## config.mk

```make
export PLATFORM = sky130hd
export DESIGN_NAME = fft_agu
export DESIGN_NICKNAME = d
export VERILOG_FILES = /design/src/rtl/fft_pkg.sv /design/src/rtl/valid_delay.sv /design/src/rtl/fft_agu.sv
export SDC_FILE = /design/constraint.sdc
export NUM_CORES = 1
export LEC_CHECK = 0
export CAP_MARGIN = 20
export CORE_ASPECT_RATIO = 0.6
export CORE_UTILIZATION = 50
export CTS_CLUSTER_SIZE = 12
export DETAILED_ROUTE_END_ITERATION = 12
export PLACE_DENSITY = 0.78
export RECOVER_POWER = 25
export SYNTH_ARGS = -nofsm -noshare
export SYNTH_HDL_FRONTEND = slang
export SYNTH_SLANG_ARGS = --single-unit
export TNS_END_PERCENT = 20
```

## constraint.sdc

```tcl
create_clock -name i_CLK -period 2.6 [get_ports i_CLK]
set_input_delay 0.52 -clock i_CLK [delete_from_list [all_inputs] [get_ports i_CLK]]
set_output_delay 0.52 -clock i_CLK [all_outputs]
set_load 0.05 [all_outputs]
```

## src/rtl/fft_pkg.sv

```systemverilog
`default_nettype none
// ============================================================================
// Package   : fft_pkg
// Purpose   : Shared FFT definitions: AGU state encoding, default sizing and
//             the radix-2 butterfly address helpers.
// Revision  : 1.0  initial release
// ============================================================================
package fft_pkg;

    // Default transform size (log2 N) and read-to-write-back latency
    localparam int DEF_ADDR_SIZE = 5;
    localparam int DEF_PIPE_LAT  = 3;

    // Address generator sequencing states
    localparam int STATE_W = 2;
    typedef enum logic [STATE_W-1:0] {
        S_IDLE  = 2'd0,
        S_ISSUE = 2'd1,
        S_DRAIN = 2'd2,
        S_DONE  = 2'd3
    } agu_state_t;

    // Top address of butterfly k in stage s: the group index is shifted past
    // the span bit, and the position within the group fills the low bits.
    function automatic logic [31:0] bfly_a(input logic [31:0] stage,
                                           input logic [31:0] k);
        logic [31:0] span;
        logic [31:0] group;
        logic [31:0] pos;
        span  = 32'd1 << stage;
        group = k >> stage;
        pos   = k & (span - 32'd1);
        return (group << (stage + 32'd1)) | pos;
    endfunction

    // Bottom address: the top address with the span bit set.
    function automatic logic [31:0] bfly_b(input logic [31:0] stage,
                                           input logic [31:0] k);
        return bfly_a(stage, k) | (32'd1 << stage);
    endfunction

endpackage : fft_pkg
`default_nettype wire

```

## src/rtl/valid_delay.sv

```systemverilog
`default_nettype none
// ============================================================================
// Module    : valid_delay
// Purpose   : DEPTH-cycle delay line for a single valid strobe, cleared by
//             the asynchronous active-low reset so no stale strobe survives.
// Revision  : 1.0  initial release
// ============================================================================
module valid_delay #(
    parameter int DEPTH = 3
) (
    input  logic i_CLK,
    input  logic i_RST,
    input  logic i_valid,
    output logic o_valid
);

    logic [DEPTH-1:0] shift_q;
    logic [DEPTH-1:0] shift_d;

    if (DEPTH == 1) begin : g_single
        // A one-deep line is just the registered input
        always_comb shift_d = i_valid;
    end else begin : g_multi
        // Shift the new strobe in at bit 0; the oldest leaves at the top
        always_comb shift_d = {shift_q[DEPTH-2:0], i_valid};
    end

    // Delay-line register, flushed on reset
    always_ff @(posedge i_CLK or negedge i_RST) begin
        if (!i_RST) begin
            shift_q <= '0;
        end else begin
            shift_q <= shift_d;
        end
    end

    assign o_valid = shift_q[DEPTH-1];

endmodule : valid_delay
`default_nettype wire

```

## src/rtl/fft_agu.sv

```systemverilog
`default_nettype none
// ============================================================================
// Module    : fft_agu
// Purpose   : Address generator for an in-place radix-2 FFT. Walks every
//             stage issuing one butterfly read pair per cycle, leaves a
//             PIPE_LAT-cycle drain gap between stages, and produces the
//             write-back strobe aligned to the butterfly pipe latency.
// Revision  : 1.0  initial release
// ============================================================================
module fft_agu
    import fft_pkg::*;
#(
    parameter  int ADDR_SIZE = DEF_ADDR_SIZE,
    parameter  int PIPE_LAT  = DEF_PIPE_LAT,
    localparam int STAGE_W   = $clog2(ADDR_SIZE)
) (
    input  logic                 i_CLK,
    input  logic                 i_RST,
    input  logic                 i_start,
    output logic                 o_busy,
    output logic                 o_done,
    output logic                 o_rden,
    output logic [ADDR_SIZE-1:0] o_rdaddr_A,
    output logic [ADDR_SIZE-1:0] o_rdaddr_B,
    output logic                 o_wren,
    output logic [STAGE_W-1:0]   o_stage
);

    // Butterfly index width: N/2 butterflies per stage
    localparam int K_W     = ADDR_SIZE - 1;
    localparam int DRAIN_W = (PIPE_LAT > 1) ? $clog2(PIPE_LAT) : 1;

    localparam logic [K_W-1:0]     c_K_LAST     = {K_W{1'b1}};
    localparam logic [STAGE_W-1:0] c_STAGE_LAST = STAGE_W'(ADDR_SIZE - 1);
    localparam logic [DRAIN_W-1:0] c_DRAIN_LAST = DRAIN_W'(PIPE_LAT - 1);

    agu_state_t           state_q,  state_d;
    logic [K_W-1:0]       k_q,      k_d;
    logic [DRAIN_W-1:0]   drain_q,  drain_d;
    logic [STAGE_W-1:0]   stage_q,  stage_d;
    logic [ADDR_SIZE-1:0] addr_a_q, addr_a_d;
    logic [ADDR_SIZE-1:0] addr_b_q, addr_b_d;
    logic                 busy_q,   busy_d;
    logic                 rden_q,   rden_d;
    logic                 done_q,   done_d;

    logic                 w_load_addr;
    logic [STAGE_W-1:0]   w_stage_sel;
    logic [K_W-1:0]       w_k_sel;

    // Next-state, counter and address sequencing
    always_comb begin
        state_d     = state_q;
        k_d         = k_q;
        drain_d     = drain_q;
        stage_d     = stage_q;
        addr_a_d    = addr_a_q;
        addr_b_d    = addr_b_q;
        w_load_addr = 1'b0;
        w_stage_sel = stage_q;
        w_k_sel     = k_q;

        case (state_q)
            S_IDLE: begin
                if (i_start) begin
                    state_d     = S_ISSUE;
                    k_d         = '0;
                    stage_d     = '0;
                    drain_d     = '0;
                    w_load_addr = 1'b1;
                    w_stage_sel = '0;
                    w_k_sel     = '0;
                end
            end
            S_ISSUE: begin
                if (k_q == c_K_LAST) begin
                    state_d = S_DRAIN;
                    k_d     = '0;
                    drain_d = '0;
                end else begin
                    k_d         = k_q + K_W'(1);
                    w_load_addr = 1'b1;
                    w_k_sel     = k_q + K_W'(1);
                end
            end
            S_DRAIN: begin
                if (drain_q == c_DRAIN_LAST) begin
                    drain_d = '0;
                    if (stage_q == c_STAGE_LAST) begin
                        state_d = S_DONE;
                    end else begin
                        state_d     = S_ISSUE;
                        stage_d     = stage_q + STAGE_W'(1);
                        w_load_addr = 1'b1;
                        w_stage_sel = stage_q + STAGE_W'(1);
                        w_k_sel     = '0;
                    end
                end else begin
                    drain_d = drain_q + DRAIN_W'(1);
                end
            end
            S_DONE: begin
                state_d = S_IDLE;
            end
            default: begin
                state_d = S_IDLE;
            end
        endcase

        // Addresses only move when a new butterfly is issued
        if (w_load_addr) begin
            addr_a_d = ADDR_SIZE'(bfly_a(32'(w_stage_sel), 32'(w_k_sel)));
            addr_b_d = ADDR_SIZE'(bfly_b(32'(w_stage_sel), 32'(w_k_sel)));
        end

        // Status outputs are registered from the upcoming state
        busy_d = (state_d == S_ISSUE) || (state_d == S_DRAIN);
        rden_d = (state_d == S_ISSUE);
        done_d = (state_d == S_DONE);
    end

    // Sequencer registers; reset discards any transform in flight
    always_ff @(posedge i_CLK or negedge i_RST) begin
        if (!i_RST) begin
            state_q  <= S_IDLE;
            k_q      <= '0;
            drain_q  <= '0;
            stage_q  <= '0;
            addr_a_q <= '0;
            addr_b_q <= '0;
            busy_q   <= 1'b0;
            rden_q   <= 1'b0;
            done_q   <= 1'b0;
        end else begin
            state_q  <= state_d;
            k_q      <= k_d;
            drain_q  <= drain_d;
            stage_q  <= stage_d;
            addr_a_q <= addr_a_d;
            addr_b_q <= addr_b_d;
            busy_q   <= busy_d;
            rden_q   <= rden_d;
            done_q   <= done_d;
        end
    end

    // Write-back strobe: the read strobe delayed by the pipe latency
    valid_delay #(
        .DEPTH (PIPE_LAT)
    ) u_wren_dly (
        .i_CLK   (i_CLK),
        .i_RST   (i_RST),
        .i_valid (rden_q),
        .o_valid (o_wren)
    );

    assign o_busy     = busy_q;
    assign o_done     = done_q;
    assign o_rden     = rden_q;
    assign o_rdaddr_A = addr_a_q;
    assign o_rdaddr_B = addr_b_q;
    assign o_stage    = stage_q;

endmodule : fft_agu
`default_nettype wire
```

# [Yosys cells after proc, flatten, opt, wreduce, memory -nomap -nowiden]
# Index checks and enable logic that the tools add are counted.
[word_totals] ff_bits=27 out_inout_bits=17
[classes] n_reduce_logical=5 muxes=25 shifts=3 n_eq_ne=11 n_addsub=5 n_bitwise=3
[ops] op="<< shifter 32 x 4 -> 5 bit" count=1
[ops] op=">> shifter 4 x 3 -> 32 bit" count=1
[ops] op="two-way mux 4 bit" count=5
[ops] op="two-way mux 2 bit" count=7
[ops] op="case mux 4 bit (3 select lines)" count=1
[ops] op="== test 2 bit, second input constant" count=5
[ops] op="OR 5 bit" count=2
[ops] op="two-way mux 3 bit" count=3
[ops] op="case mux 2 bit (4 select lines)" count=1
[ops] op="case mux 4 bit (2 select lines)" count=1
[ops] op="case mux 2 bit (3 select lines)" count=1
[ops] op="case mux 3 bit (2 select lines)" count=1
[ops] op="bitwise AND 4 x 5 -> 5 bit" count=1
[ops] op="<< shifter 1 x 3 -> 5 bit, first input constant" count=1
[ops] op="subtractor 5 x 1 -> 5 bit, second input constant" count=1
[ops] op="adder 3 x 1 -> 4 bit, second input constant" count=1
[ops] op="adder 4 x 1 -> 4 bit, second input constant" count=1
[ops] op="== test 2 x 1 -> 1 bit, second input constant" count=2
[ops] op="== test 4 bit, second input constant" count=1
[ops] op="two-way mux 1 bit" count=4
[ops] op="!= test 2 bit, second input constant" count=2
[ops] op="adder 3 x 1 -> 3 bit, second input constant" count=1
[ops] op="== test 3 bit, second input constant" count=1
[ops] op="case mux 1 bit (3 select lines)" count=1
[ops] op="other kinds (6)" count=6

# [Depth between registers and ports, before layout]
[depth] depth_word=9 mapped_depth=13 mapped_depth_nobuf=12

# [Modules after synthesis]
# A second synthesis with hierarchy kept.
[unflattened] hier_cells=175 hier_area_um2=1687.9
[by_module_without_submodules] mod="fft_agu" area_each_um2=1612.8 seq_area_each_um2=600.6 cells_per_inst=172 instances=1
[by_module_without_submodules] mod="valid_delay" area_each_um2=75.1 seq_area_each_um2=75.1 cells_per_inst=3 instances=1

# [Worst setup path after synthesis]
# Ideal clock, no wire load.
[synth_timing] path_kind="register to register" start="reg stage_q[0] (netlist: o_stage[0])" end="reg addr_b_q[4] (netlist: o_rdaddr_B[4])" period_less_slack_ns=3.008 slack_ns=-0.408 setup_ns=0.084 path_buffers=1 arrival_ns=2.924 path_stages_with_launch=12 cell_sequence="dfrtp_1 -> inv_1 -> ha_1 -> nand2_1 -> nand2_2 -> a311o_4 -> ha_1 -> clkbuf_1 -> nand2b_1 -> a2111oi_0 -> a31oi_1 -> a41oi_2"
[synth_between] elab_chain_len=9 elab_cells_between_ends=20
[synth_lines] item="start: declaration" line="fft_agu.sv:40" source="logic [STAGE_W-1:0] stage_q, stage_d;"
[synth_lines] item="start signal: assignment" line="fft_agu.sv:138" source="stage_q <= stage_d;"
[synth_lines] item="adder 3 x 1 -> 3 bit or == test 3 bit (tied branches)"
[synth_lines] item="two-way mux 3 bit (2 in a row)"
[synth_lines] item="case mux 3 bit (2 select lines) (*)" line="fft_agu.sv:63" source="case (state_q)"
[synth_lines] item="named net stage_d[0]" line="fft_agu.sv:40"
[synth_lines] item="branches (longest 4 deep; another with adder 3 x 1 -> 4 bit)"
[synth_lines] item="OR 5 bit (*)" line="fft_pkg.sv:39" source="return bfly_a(stage, k) | (32'd1 << stage);"
[synth_lines] item="end signal: assignment" line="fft_agu.sv:140" source="addr_b_q <= addr_b_d;"
[synth_lines] item="end: declaration" line="fft_agu.sv:42" source="logic [ADDR_SIZE-1:0] addr_b_q, addr_b_d;"
# Mark *: on every way through the listed nets, which the timed path passes.
# A chain may end at the register's enable or synchronous reset.

# [Final worst setup path]
[layout_timing] start="reg stage_q[1] (netlist: o_stage[1])" end="reg addr_b_q[4] (netlist: o_rdaddr_B[4])"
[layout_between] elab_chain_len=9 elab_cells_between_ends=20
[layout_lines] item="== test 3 bit (*)" line="fft_agu.sv:89" source="if (stage_q == c_STAGE_LAST) begin"
[layout_lines] item="two-way mux 3 bit (*) (2 in a row)"
[layout_lines] item="case mux 3 bit (2 select lines) (*)" line="fft_agu.sv:63"
[layout_lines] item="named net stage_d[0]" line="fft_agu.sv:40"
[layout_lines] item="branches (longest 4 deep; another with adder 3 x 1 -> 4 bit)"
[layout_lines] item="OR 5 bit (*)" line="fft_pkg.sv:39"
# Marked as above.

==> reports/metrics.csv <==
metric,value,unit
Vias,1597,
drt drc,0,
failing checks,"max-capacitance violations, max-slew violations",
min-delay src,u_wren_dly.shift_q[0]$_DFF_PN0_,
total power,0.682,mW
final core utilization,0.690,
DIE AREA,3740,um^2
"Cell Count, Final, Fillers Out",273,
Worst-Skew Late Latency,0.28,ns
Reg2Reg Setup Slack,0.1,ns
worst hold path type,reg -> reg,
number of global-route vias before repair,1259,
"Reg clk slew, reported paths",0.10,ns
Final min period,2.50,ns
setup ws final,0.0989,ns
# setup viols final,0,
Worst Reg-to-Reg Cells,10,
row cnt,16,
Critical Path RT,2.80,ns
LEAKAGE,0.977,nW
I/O Pins,20,
startpoint type of the worst setup path,register,
Crit Path Max Fanout,5,
nets@finish,244,
synthesis-stage register bit count,27,
Area after DPL,2170,um^2
global-route wire length before repair,6.59,mm
most frequent cells in the layout,"31 x buf_4, 25 x dfrtp_1, 22 x nand2_1",
Worst Setup End Kind,register,
Hold Slack,0.358,ns
worst rel slew slack,-0.0263,
Initial DRT Pass Iterations,5,
Post-Syn Instances,185,
ANT nets after route,0,
Port Buf Inserts,19,
initial antenna violation count,0,
Fill cells,259,
pin count of the biggest net entering global routing,28,
pwr/cell area,299,nW/um^2
TritonCTS clock tree,built,
post-synth top area share,0.387,
Slew Limit Fails,28,
synth top area cells,"dfrtp_1 39%, ha_1 8.6%, nand2_1 5.2%, a31oi_1 2.9%, mux2i_1 2.9%",
final setup TNS,0,ns
fin area,2280,um^2
origin of the critical flop-to-flop path,o_stage[1]$_DFF_PN0_,
core area,3300,um^2
TritonCTS sink count,27,
f_max,400,MHz
fin crit share,0.962,
antenna diode instance count,0,
Synth area leader,dfrtp_1,
Worst Clk Skew,0.00585,ns
DRT iter0 DRCs,99,
"Async S/R FF share, synth",1.00,
Worst Path Arrival,2.70,ns
syn avg cell area,9.45,um^2
Overflow after GRT,0,
post-synth cell types,51,
status,finished with violations,
Post-Syn Area,1750,um^2
Max Root-Sink Buffers,2,
Post-Place Worst Slack,-0.366,ns
drt wl/cell,16.0,um
"commonest non-fill, non-tap cell in the layout",buf_4,
final hold violation count,0,
worst-margin pin slew,1.54,ns
area grow syn2layout,30.4,%
Initial Utilization,0.529,
placer congestion estimate,0.885,
GRT Resource Usage Total,0.244,
leading register cell type out of synthesis,dfrtp_1,
worst vdd ir,0.234,mV
syn nets,200,
placed cells,265,
share of cells above drive strength 1,0.263,
sequential area share after synthesis,0.387,
Post-synth EDFFs,0,
die height,47.8,um
CTS Buf Count,3,
critical path type,reg -> reg,
width of the die,78.3,um
Hold EP,u_wren_dly.shift_q[1]$_DFF_PN0_,
routed wire length,4.37,mm
Ys Warns,0,
Post-DP HPWL,3.29,mm
maxcap violations,1,
worst hold stages,0,
vias per std cell,5.85,
H-tree depth,1,
root buf cell,clkbuf_8,
r2r endpoint,o_rdaddr_B[4]$_DFFE_PN0P_,
worst max-delay path by stage:
stage / end / slack, ns / start / cells after the start
CTS: o_rdaddr_A[3]$_DFFE_PN0P_ / 0.09 / o_stage[1]$_DFF_PN0_ / 12
finish: o_rdaddr_B[4]$_DFFE_PN0P_ / 0.1 / o_stage[1]$_DFF_PN0_ / 10
floorplan: o_rdaddr_B[1]$_DFFE_PN0P_ / -0.003 / o_stage[0]$_DFF_PN0_ / 11
global placement: o_rdaddr_B[1]$_DFFE_PN0P_ / -0.26 / i_start / 10
global route: o_rdaddr_B[2]$_DFFE_PN0P_ / -0.005 / o_stage[1]$_DFF_PN0_ / 11
detailed placement: o_rdaddr_B[1]$_DFFE_PN0P_ / -0.37 / i_start / 10
synth_stat cells, types with 2 or more instances:
| cell | instances |
|---|---|
| o22a_1 | 5 |
| o21a_1 | 4 |
| clkbuf_1 | 3 |
| xnor2_1 | 3 |
| inv_1 | 9 |
| nand4_1 | 2 |
| buf_4 | 3 |
| nand3_1 | 6 |
| a2111oi_0 | 2 |
| a22oi_1 | 2 |
| and2_1 | 2 |
| a22o_1 | 3 |
| dfrtp_1 | 27 |
| a32oi_1 | 2 |
| ha_1 | 12 |
| o31ai_1 | 2 |
| mux2i_1 | 5 |
| a31oi_1 | 8 |
| nand2_1 | 24 |
| nor2b_1 | 4 |
| buf_2 | 4 |
| buf_6 | 2 |
| nor3_1 | 3 |
| a21oi_1 | 4 |
| o21ai_0 | 10 |
| nor2_1 | 9 |
area by class of cell:
cell class | instances | area (um^2) | area share
multi-input cells | 135 | 1030 | 0.452
repair buffers | 51 | 425 | 0.187
flip-flops and latches | 27 | 678 | 0.298
inverters | 11 | 42.5 | 0.0187
well taps | 45 | 56.3 | 0.0247
clock buffers | 4 | 45.0 | 0.0198
sequential cells by signal, indices dropped and copies added, names as in the netlist:
register,count
drain_q,2
k_q,4
o_busy,1
o_done,1
o_rdaddr_A,5
o_rdaddr_B,5
o_rden,1
o_stage,3
state_q,2
u_wren_dly.shift_q,3
critical path, stage by stage (launching register included):
cell and delay [ns]:
dfrtp_2 0.42, inv_2 0.07, ha_4 0.14, nand2_4 0.06, and4_4 0.17, a311o_4 0.43
ha_4 0.19, ha_4 0.24, buf_4 0.13, or3_4 0.38, a41oi_2 0.18
per-layer routing:
| metal | global-route usage | wire length (um) |
|---|---|---|
| met4 | 0.0963 | 72 |
| met2 | 0.332 | 1790 |
| met3 | 0.0590 | 336 |
| met1 | 0.368 | 2180 |
| met5 | 0 | 0 |
where the power goes:
| group | switching [mW] | internal (mW) |
|---|---|---|
| sequential | 0 | 0.420 |
| clock | 0.137 | 0.110 |
| combinational | 0.0114 | 0.00342 |
| total | 0.149 | 0.533 |
cells by family after synthesis:
| logic type | synth area share |
|---|---|
| adder cells (fa/ha/maj) | 0.0859 |
| buffers and inverters | 0.0680 |
| flip-flops | 0.387 |
| multiplexers | 0.0351 |
| XOR/XNOR | 0.0200 |
| AND/OR/NAND/NOR | 0.183 |
| AO/OA/AOI/OAI | 0.222 |
timing repair:
item,in CTS,in global routing
gates resized for setup,6,3
hold buffers,0,0
gates cloned,0,0
pin swaps,4,6
endpoints found under the setup margin,6,5
hold endpoints to repair,0,0
setup buffers,0,4
(Power assumes the default switching activity.)
